File: config.mk
export PLATFORM = sky130hd
export DESIGN_NAME = i2s_tx_serializer
export DESIGN_NICKNAME = d
export VERILOG_FILES = /design/src/rtl/i2s_pkg.sv /design/src/rtl/i2s_clock_edge_detect.sv /design/src/rtl/i2s_tx_serializer.sv
export SDC_FILE = /design/constraint.sdc
export NUM_CORES = 1
export LEC_CHECK = 0
export BUFFER_PORTS_ARGS = -buffer_cell sky130_fd_sc_hd__buf_2
export CAP_MARGIN = 40
export CORE_ASPECT_RATIO = 1.25
export CORE_MARGIN = 4
export CORE_UTILIZATION = 60
export CTS_BUF_LIST = sky130_fd_sc_hd__clkbuf_4 sky130_fd_sc_hd__clkbuf_8 sky130_fd_sc_hd__clkbuf_16
export CTS_CLUSTER_DIAMETER = 150
export DETAILED_ROUTE_END_ITERATION = 10
export PLACE_DENSITY = 0.9
export SLEW_MARGIN = 20
export SYNTH_ARGS = -nofsm -noshare
export SYNTH_HDL_FRONTEND = slang
export SYNTH_SLANG_ARGS = --single-unit
File: constraint.sdc
create_clock -name synthClk -period 9 [get_ports synthClk]
set_input_delay 0.45 -clock synthClk [delete_from_list [all_inputs] [get_ports synthClk]]
set_output_delay 0.45 -clock synthClk [all_outputs]
set_load 0.05 [all_outputs]
File: src/rtl/i2s_pkg.sv
// Shared definitions for the I2S transmit path.
//   i2s_state_e          : serializer frame state (idle, left slot, right slot)
//   SAMPLE_WIDTH_DEFAULT : default bits per channel sample
//   UNDERRUN_CNT_W       : width of the saturating underrun counter
package i2s_pkg;

  typedef enum logic [1:0] {
    ST_IDLE  = 2'd0,
    ST_LEFT  = 2'd1,
    ST_RIGHT = 2'd2
  } i2s_state_e;

  localparam int SAMPLE_WIDTH_DEFAULT = 24;
  localparam int UNDERRUN_CNT_W       = 8;

endpackage

File: src/rtl/i2s_clock_edge_detect.sv
// Detects bit-clock falling edges and word-clock transitions in the system
// clock domain. bclk and wclk arrive as registered levels from the clock unit.
// A wclk change is only recognised on a bclk falling edge, so a change that
// lands on a bclk rising edge shows up at the following fall.
// Ports:
//   synthClk   : system clock
//   synthReset : asynchronous active-high reset
//   restart    : synchronous resync, clears edge history
//   bclk, wclk : bit / word clock levels
//   bclkFall   : high in the cycle bclk is first seen low after high
//   toggle     : high on a bclkFall cycle where wclk differs from its last value
module i2s_clock_edge_detect (
  input  logic synthClk,
  input  logic synthReset,
  input  logic restart,
  input  logic bclk,
  input  logic wclk,
  output logic bclkFall,
  output logic toggle
);

  logic bclkPrev_q;
  logic wclkLast_q;

  always_ff @(posedge synthClk or posedge synthReset) begin
    if (synthReset) begin
      bclkPrev_q <= 1'b0;
      wclkLast_q <= 1'b0;
    end else if (restart) begin
      bclkPrev_q <= 1'b0;
      wclkLast_q <= 1'b0;
    end else begin
      bclkPrev_q <= bclk;
      if (bclkFall) wclkLast_q <= wclk;
    end
  end

  assign bclkFall = bclkPrev_q & ~bclk;
  assign toggle   = bclkFall & (wclk ^ wclkLast_q);

endmodule

File: src/rtl/i2s_tx_serializer.sv
// I2S transmit serializer. Buffers one stereo pair from a valid/ready source
// and shifts it MSB-first onto sd, one bit per bclk falling edge, with the
// standard one-bit delay after each wclk transition (left slot while wclk=0).
// Ports:
//   synthClk, synthReset     : system clock, asynchronous active-high reset
//   bclk, wclk               : bit / word clock levels from the clock unit
//   restart                  : synchronous resync (clock unit load)
//   txEnable                 : transmit enable, acted on at frame boundaries
//   sampleValid/sampleReady  : upstream handshake for one stereo pair
//   sampleLeft, sampleRight  : pair data
//   sd                       : registered serial data
//   underrun                 : one-cycle pulse, frame began with no pair buffered
//   underrunCount            : saturating underrun count
module i2s_tx_serializer
  import i2s_pkg::*;
#(
  parameter int SAMPLE_WIDTH = SAMPLE_WIDTH_DEFAULT
) (
  input  logic                      synthClk,
  input  logic                      synthReset,
  input  logic                      bclk,
  input  logic                      wclk,
  input  logic                      restart,
  input  logic                      txEnable,
  input  logic                      sampleValid,
  input  logic [SAMPLE_WIDTH-1:0]   sampleLeft,
  input  logic [SAMPLE_WIDTH-1:0]   sampleRight,
  output logic                      sampleReady,
  output logic                      sd,
  output logic                      underrun,
  output logic [UNDERRUN_CNT_W-1:0] underrunCount
);

  function automatic logic [UNDERRUN_CNT_W-1:0] sat_inc(
    input logic [UNDERRUN_CNT_W-1:0] v
  );
    return (&v) ? v : v + 1'b1;
  endfunction

  logic bclkFall;
  logic toggle;

  i2s_clock_edge_detect u_edge (
    .synthClk  (synthClk),
    .synthReset(synthReset),
    .restart   (restart),
    .bclk      (bclk),
    .wclk      (wclk),
    .bclkFall  (bclkFall),
    .toggle    (toggle)
  );

  i2s_state_e                state_q, state_d;
  logic [SAMPLE_WIDTH-1:0]   shreg_q;
  logic [SAMPLE_WIDTH-1:0]   rightWord_q;
  logic [SAMPLE_WIDTH-1:0]   holdL_q;
  logic [SAMPLE_WIDTH-1:0]   holdR_q;
  logic                      holdValid_q;
  logic                      sd_q;
  logic                      underrun_q;
  logic [UNDERRUN_CNT_W-1:0] underrunCount_q;
  logic [SAMPLE_WIDTH-1:0]   newWord_d;
  logic                      frameStart;
  logic                      accept;

  assign sampleReady   = ~holdValid_q;
  assign accept        = sampleValid & ~holdValid_q;
  assign sd            = sd_q;
  assign underrun      = underrun_q;
  assign underrunCount = underrunCount_q;

  // Slot decode: decides the next state and the word loaded on a wclk toggle.
  always_comb begin
    state_d    = state_q;
    frameStart = 1'b0;
    newWord_d  = '0;
    if (toggle) begin
      case (state_q)
        // A toggle to wclk=1 while idle is ignored so frames always open on a left slot.
        ST_IDLE: begin
          if (txEnable && !wclk) begin
            frameStart = 1'b1;
            state_d    = ST_LEFT;
          end
        end
        ST_LEFT: begin
          newWord_d = rightWord_q;
          state_d   = ST_RIGHT;
        end
        ST_RIGHT: begin
          if (txEnable) begin
            frameStart = 1'b1;
            state_d    = ST_LEFT;
          end else begin
            state_d = ST_IDLE;
          end
        end
        default: state_d = ST_IDLE;
      endcase
      if (frameStart && holdValid_q) newWord_d = holdL_q;
    end
  end

  // Serializer, holding-buffer control and frame FSM.
  always_ff @(posedge synthClk or posedge synthReset) begin
    if (synthReset) begin
      state_q         <= ST_IDLE;
      shreg_q         <= '0;
      rightWord_q     <= '0;
      sd_q            <= 1'b0;
      underrun_q      <= 1'b0;
      underrunCount_q <= '0;
      holdValid_q     <= 1'b0;
    end else begin
      underrun_q <= 1'b0;
      // Accept needs an empty buffer and consume needs a full one, so the
      // two writes to holdValid_q below never fire together.
      if (accept) holdValid_q <= 1'b1;
      if (restart) begin
        state_q         <= ST_IDLE;
        shreg_q         <= '0;
        sd_q            <= 1'b0;
        underrunCount_q <= '0;
      end else if (bclkFall) begin
        // The toggle edge still emits the old slot's last bit: the I2S one-bit delay.
        sd_q    <= shreg_q[SAMPLE_WIDTH-1];
        shreg_q <= toggle ? newWord_d : (shreg_q << 1);
        state_q <= state_d;
        if (frameStart) begin
          if (holdValid_q) begin
            rightWord_q <= holdR_q;
            holdValid_q <= 1'b0;
          end else begin
            rightWord_q     <= '0;
            underrun_q      <= 1'b1;
            underrunCount_q <= sat_inc(underrunCount_q);
          end
        end
      end
    end
  end

  // Hold data is only meaningful while holdValid_q is set, so it needs no reset.
  always_ff @(posedge synthClk) begin
    if (accept) begin
      holdL_q <= sampleLeft;
      holdR_q <= sampleRight;
    end
  end

endmodule

**Yosys cells after proc, flatten, opt, wreduce, memory -nomap -nowiden**

Cells that the tools add are included.

- Add/subtract/negate cells: 1
- Eq/ne operators: 5
- Multiplexer cells: 36
- Bitwise operators: 7
- Reductions and logical operators: 11

Operator list:

| operator | count |
|---|---|
| two-way mux 24 bit | 6 |
| two-way mux 8 bit | 5 |
| two-way mux 1 bit | 19 |
| adder 8 x 1 -> 8 bit, second input constant | 1 |
| two-way mux 2 bit | 4 |
| AND reduction 8 bit | 1 |
| case mux 2 bit (3 select lines) | 1 |
| AND reduction 3 bit | 2 |
| nonzero test 2 bit | 3 |
| inequality test 2 bit, second input constant | 2 |
| AND reduction 4 bit | 1 |
| AND 1 bit | 3 |
| inequality test 3 bit, second input constant | 1 |
| inverter 1 bit | 3 |
| equality test 2 x 1 -> 1 bit, second input constant | 1 |
| equality test 2 bit, second input constant | 1 |
| logical AND 1 bit | 2 |
| zero test 2 bit | 1 |
| case mux 1 bit (2 select lines) | 1 |
| zero test 1 bit | 1 |
| bitwise XOR 1 bit | 1 |

- Bits in registers: 111
- Input port bits: 55
- Output and inout port bits: 11
- Logic and storage cells: 71

**Depth between registers and ports, before layout**

- Depth after elaboration: 10
- Gate-level depth with buffers: 8
- Gate-level depth less buffers: 6

**Modules after synthesis**

A second synthesis with hierarchy kept.

- Cells, all modules: 374
- Area, all modules: 4456.8 um2

By module, submodules not included:

| module | instances | cells an instance | area an instance (um2) | sequential area each (um2) |
|---|---|---|---|---|
| i2s_tx_serializer | 1 | 364 | 4345.4 | 2967.8 |
| i2s_clock_edge_detect | 1 | 10 | 111.4 | 50.0 |

**Least setup slack after synthesis**

No wires, ideal clock.

- Kind: register to register
- Start: register holdValid_q
- End: register holdL_q[0], enable pin
- Setup time: 460 ps
- Data arrival time: 2851 ps
- Required time: 8540 ps
- Setup slack: 5688 ps
- Stages on the path, launching flop included: 3
- Path buffers: 1
- Clock period less this slack: 3312 ps
- Cell sequence: dfrtp_1 clkbuf_1 nor2b_1

- Cells in the longest elaborated chain, start to end: 2

RTL lines:

| element | line | source |
|---|---|---|
| start: declaration | i2s_tx_serializer.sv:58 | `logic holdValid_q;` |
| start signal: assignment | i2s_tx_serializer.sv:113 | `holdValid_q <= 1'b0;` |
| start signal: assignment | i2s_tx_serializer.sv:118 | `if (accept) holdValid_q <= 1'b1;` |
| start signal: assignment | i2s_tx_serializer.sv:132 | `holdValid_q <= 1'b0;` |
| inverter 1 bit | i2s_tx_serializer.sv:67 | `assign accept = sampleValid & ~holdValid_q;` |
| AND 1 bit | i2s_tx_serializer.sv:67 |  |
| net accept | i2s_tx_serializer.sv:64 | `logic accept;` |
| end signal: assignment | i2s_tx_serializer.sv:146 | `holdL_q <= sampleLeft;` |
| end: declaration | i2s_tx_serializer.sv:56 | `logic [SAMPLE_WIDTH-1:0] holdL_q;` |

The timed path passes the listed nets, and every way through them passes these cells.
A chain may end at the register's enable or synchronous reset.

**Worst setup path after layout**

- Start: register u_edge.bclkPrev_q
- End: register rightWord_q[6]

- Cells in the longest elaborated chain, start to end: 4

RTL lines:

| element | line | source |
|---|---|---|
| start: declaration | i2s_clock_edge_detect.sv:22 | `logic bclkPrev_q;` |
| start signal: assignment | i2s_clock_edge_detect.sv:33 | `bclkPrev_q <= bclk;` |
| AND 1 bit (*) | i2s_clock_edge_detect.sv:38 | `assign bclkFall = bclkPrev_q & ~bclk;` |
| AND 1 bit | i2s_clock_edge_detect.sv:39 | `assign toggle = bclkFall & (wclk ^ wclkLast_q);` |
| two-way mux 1 bit | i2s_tx_serializer.sv:77 | `if (toggle) begin` |
| AND reduction 3 bit (no source line) (*) | -- |  |
| end signal: assignment | i2s_tx_serializer.sv:131 | `rightWord_q <= holdR_q;` |
| end: declaration | i2s_tx_serializer.sv:55 | `logic [SAMPLE_WIDTH-1:0] rightWord_q;` |

Mark *: on every way between the ends. The rest lies on a longest branch, timed or not.

==> reports/results.ini <==
[logic_synthesis]
syn_nets=418
syn_area_per_cell_um2=12.1
yosysSeqAreaShare_pct=69.0
synthCells=362
synth-seq-cells=111
ys_warn_count=0
syn_area_um2=4370
synth_cell_types=34

[place]
dp.cells=496
dp_hpwl_um=5520
gp_congestion=0.853
dp_slack_ns=6.49
placed_cell_area_um2=4770
port_buffers=65

[cells_and_area]
utilization_pct=71.2
fin_nets=476
fin_cells=515
syn_to_final_growth_pct=14.3
final_layout_size_suffix_gt1_share_pct=23.1
diodes=0
stdcell_area_um2=5000

[routing]
drcViolationCount=0
wl_met2_um=4290
wl_met1_um=3290
route.met3.wl_um=555
vias_per_cell=5.90
wl_per_cell_um=16.1
vias=3039
drt_wl_total_um=8300
drt_iter0_drc=341
ant_nets=0
first_pass_iters=7
top_layer=met4

[sta]
period_needed_ns=2.14
finalHoldViolCount=0
finalSetupViolations=0
slew_headroom_pct=54.0
slew_viol_final=0
finClkSkew_ns=0.00822
setup_ws_ns=6.86
post-route-period-util_pct=23.7
fin_tns_setup_ns=0
worst_pin_slew_ns=0.691
fmax_mhz=468
grt_setup_unrepaired=no

[power_and_ir_drop]
p_leak_nw=2.18
max-vdd-ir-drop_mv=0.149
p_per_area_nw_per_um2=196

[min_path]
worstHoldPathType=in -> async

[setup_path]
reg2reg_slack_ns=6.86
crit_chain=nor2b_2, buf_8, nand4_4, or2_1, buf_4, nand2_1, o21ai_1
slowest_delay_ns=0.50
cp-end-kind=flop
r2r-end=rightWord_q[6]
ff2ff_path_depth=7
critPathRequiredTime_ns=9.23
start_kind=flop
worstSetupPathType=reg -> reg
arrival_ns=2.37
crit_fanout=50
critical-path-slowest-cell=nor2b_2
worstReg2RegStart=u_edge.bclkPrev_q

[clock_tree]
cts_buffer_depth=2
cts_buffers=9
ctsHoldBuffers=0
cts_post_setup_buffers_inserted=0
ctsResizeCount=0
clk_latency_ns=0.37
cts_tree=yes
htreeDepth=3
cts.clk_slew.worst_paths_ns=0.10
clock-sinks=111
cts-root-buf=clkbuf_8

[floorplan]
core_um2=7020
die_area_um2=8730
fp.dieW_um=84.4
initial_core_util_pct=62.3
pin_count=66
rows=34
die_h_um=103

[grt]
grt_pass1_vias=2993
grt_pass1_wl_um=13800
antenna_found_initial=0
grt_max_degree=64
gr-total-overflow=0
track_usage_pct=20.3

[run]
cap_violations=0

[status]
status=finished clean

## registers in the layout (all words and copies together) (netlist names)
| name | count |
|---|---|
| holdValid_q | 1 |
| underrun | 1 |
| u_edge.bclkPrev_q | 1 |
| underrunCount | 8 |
| holdL_q | 24 |
| shreg_q | 24 |
| sd | 1 |
| state_q | 2 |
| rightWord_q | 24 |
| holdR_q | 24 |
| u_edge.wclkLast_q | 1 |
## cell usage in the layout (no fill, tap or decap), drive strengths merged, types with 2 or more instances in the layout
| cell | instances |
|---|---|
| buf | 74 |
| dfrtp | 63 |
| nor2 | 57 |
| nand2 | 51 |
| edfxtp | 48 |
| nor4 | 26 |
| o21ai | 24 |
| a221oi | 23 |
| clkbuf | 9 |
| nor2b | 6 |
| mux2i | 4 |
| nand3 | 4 |
| xnor2 | 4 |
| inv | 4 |
| clkinvlp | 3 |
| clkinv | 3 |
| nand2b | 2 |
| nor3 | 2 |
| a21o | 2 |
| a21oi | 2 |
| nand4 | 2 |
## critical path, delay by kind of cell (launching register included)
family                 cells  cell delay (ns)
buffers and inverters      2             0.51
and+or+nand+nor            4             1.05
DFF                        1             0.34
AOI/OAI and AO/OA          1             0.08
## through the flow
step	hold slack (ns)	total power [mW]
2_1_floorplan	0.456	0.682
3_3_place_gp	0.468	0.713
3_5_place_dp	0.476	0.724
4_1_cts	0.232	0.983
5_1_grt	0.0479	1.03
6_report	0.0444	0.980
## power by group
group	switching (mW)	internal, mW	total (mW)	leakage, nW
logic	0.0747	0.0384	0.113	0.810
clock network	0.162	0.101	0.262	0.0793
registers	0.0247	0.580	0.604	1.29
## cell families (layout without fill, tap and decap cells)
kind of cell / count (synthesis) / in the layout / share of synthesized area (%)
compound gates: 55 / 55 / 8.61
xor+xnor: 5 / 5 / 1.17
fa+ha+maj: 1 / 1 / 0.286
buf+inv: 30 / 93 / 2.89
flops: 111 / 111 / 69.0
mux: 5 / 5 / 1.17
simple gates: 155 / 155 / 16.9
## per-layer routing
metal / track usage, % / vias up
li1: - / 1407
met1: 25.7 / 1494
met2: 34.0 / 122
met3: 4.60 / 16
met4: 9.01 / 0
met5: 0 / -
## synth_stat cells
library cell / count / area, um^2
a21o_1: 2 / 15.0
a21oi_1: 2 / 10.0
a221oi_1: 23 / 201
a22oi_1: 1 / 7.51
a31oi_1: 1 / 6.26
and3_1: 1 / 6.26
buf_1: 2 / 7.51
buf_2: 11 / 55.1
clkbuf_1: 14 / 52.6
dfrtp_1: 63 / 1580
edfxtp_1: 48 / 1440
ha_1: 1 / 12.5
inv_1: 3 / 11.3
mux2_1: 1 / 11.3
mux2i_1: 4 / 40.0
nand2_1: 51 / 191
nand2b_1: 2 / 12.5
nand3_1: 4 / 20.0
nand3b_1: 1 / 7.51
nand4_1: 1 / 6.26
nand4_4: 1 / 21.3
nor2_1: 57 / 214
nor2b_1: 6 / 37.5
nor3_2: 2 / 20.0
nor4_1: 25 / 156
nor4_4: 1 / 21.3
nor4b_1: 1 / 8.76
o21a_1: 1 / 7.51
o21ai_1: 24 / 120
o32ai_1: 1 / 8.76
or2_1: 1 / 6.26
or3b_2: 1 / 8.76
xnor2_1: 4 / 35.0
xor2_2: 1 / 16.3
## area by class of cell
type / count / area [um^2]
Clock buffer: 9 / 124
Sequential cell: 111 / 3020
Tap cell: 90 / 113
Clock inverter: 7 / 48.8
Multi-Input combinational cell: 221 / 1240
Fill cell: 488 / 2020
Inverter: 3 / 11.3
Timing Repair Buffer: 74 / 444
## how the worst max path moves through the flow
| stage | start | endpoint | slack (ns) | depth (start not counted) |
|---|---|---|---|---|
| final | u_edge.bclkPrev_q | rightWord_q[6] | 6.86 | 7 |
| after global placement | bclk | shreg_q[8] | 6.02 | 5 |
| after CTS | u_edge.bclkPrev_q | shreg_q[6] | 6.66 | 5 |
| after floorplan | holdValid_q | holdL_q[0] | 5.69 | 2 |
| after detailed placement | bclk | shreg_q[8] | 6.49 | 6 |
| after global routing | u_edge.bclkPrev_q | rightWord_q[6] | 6.74 | 7 |
Power figures use the tool's default switching activity.
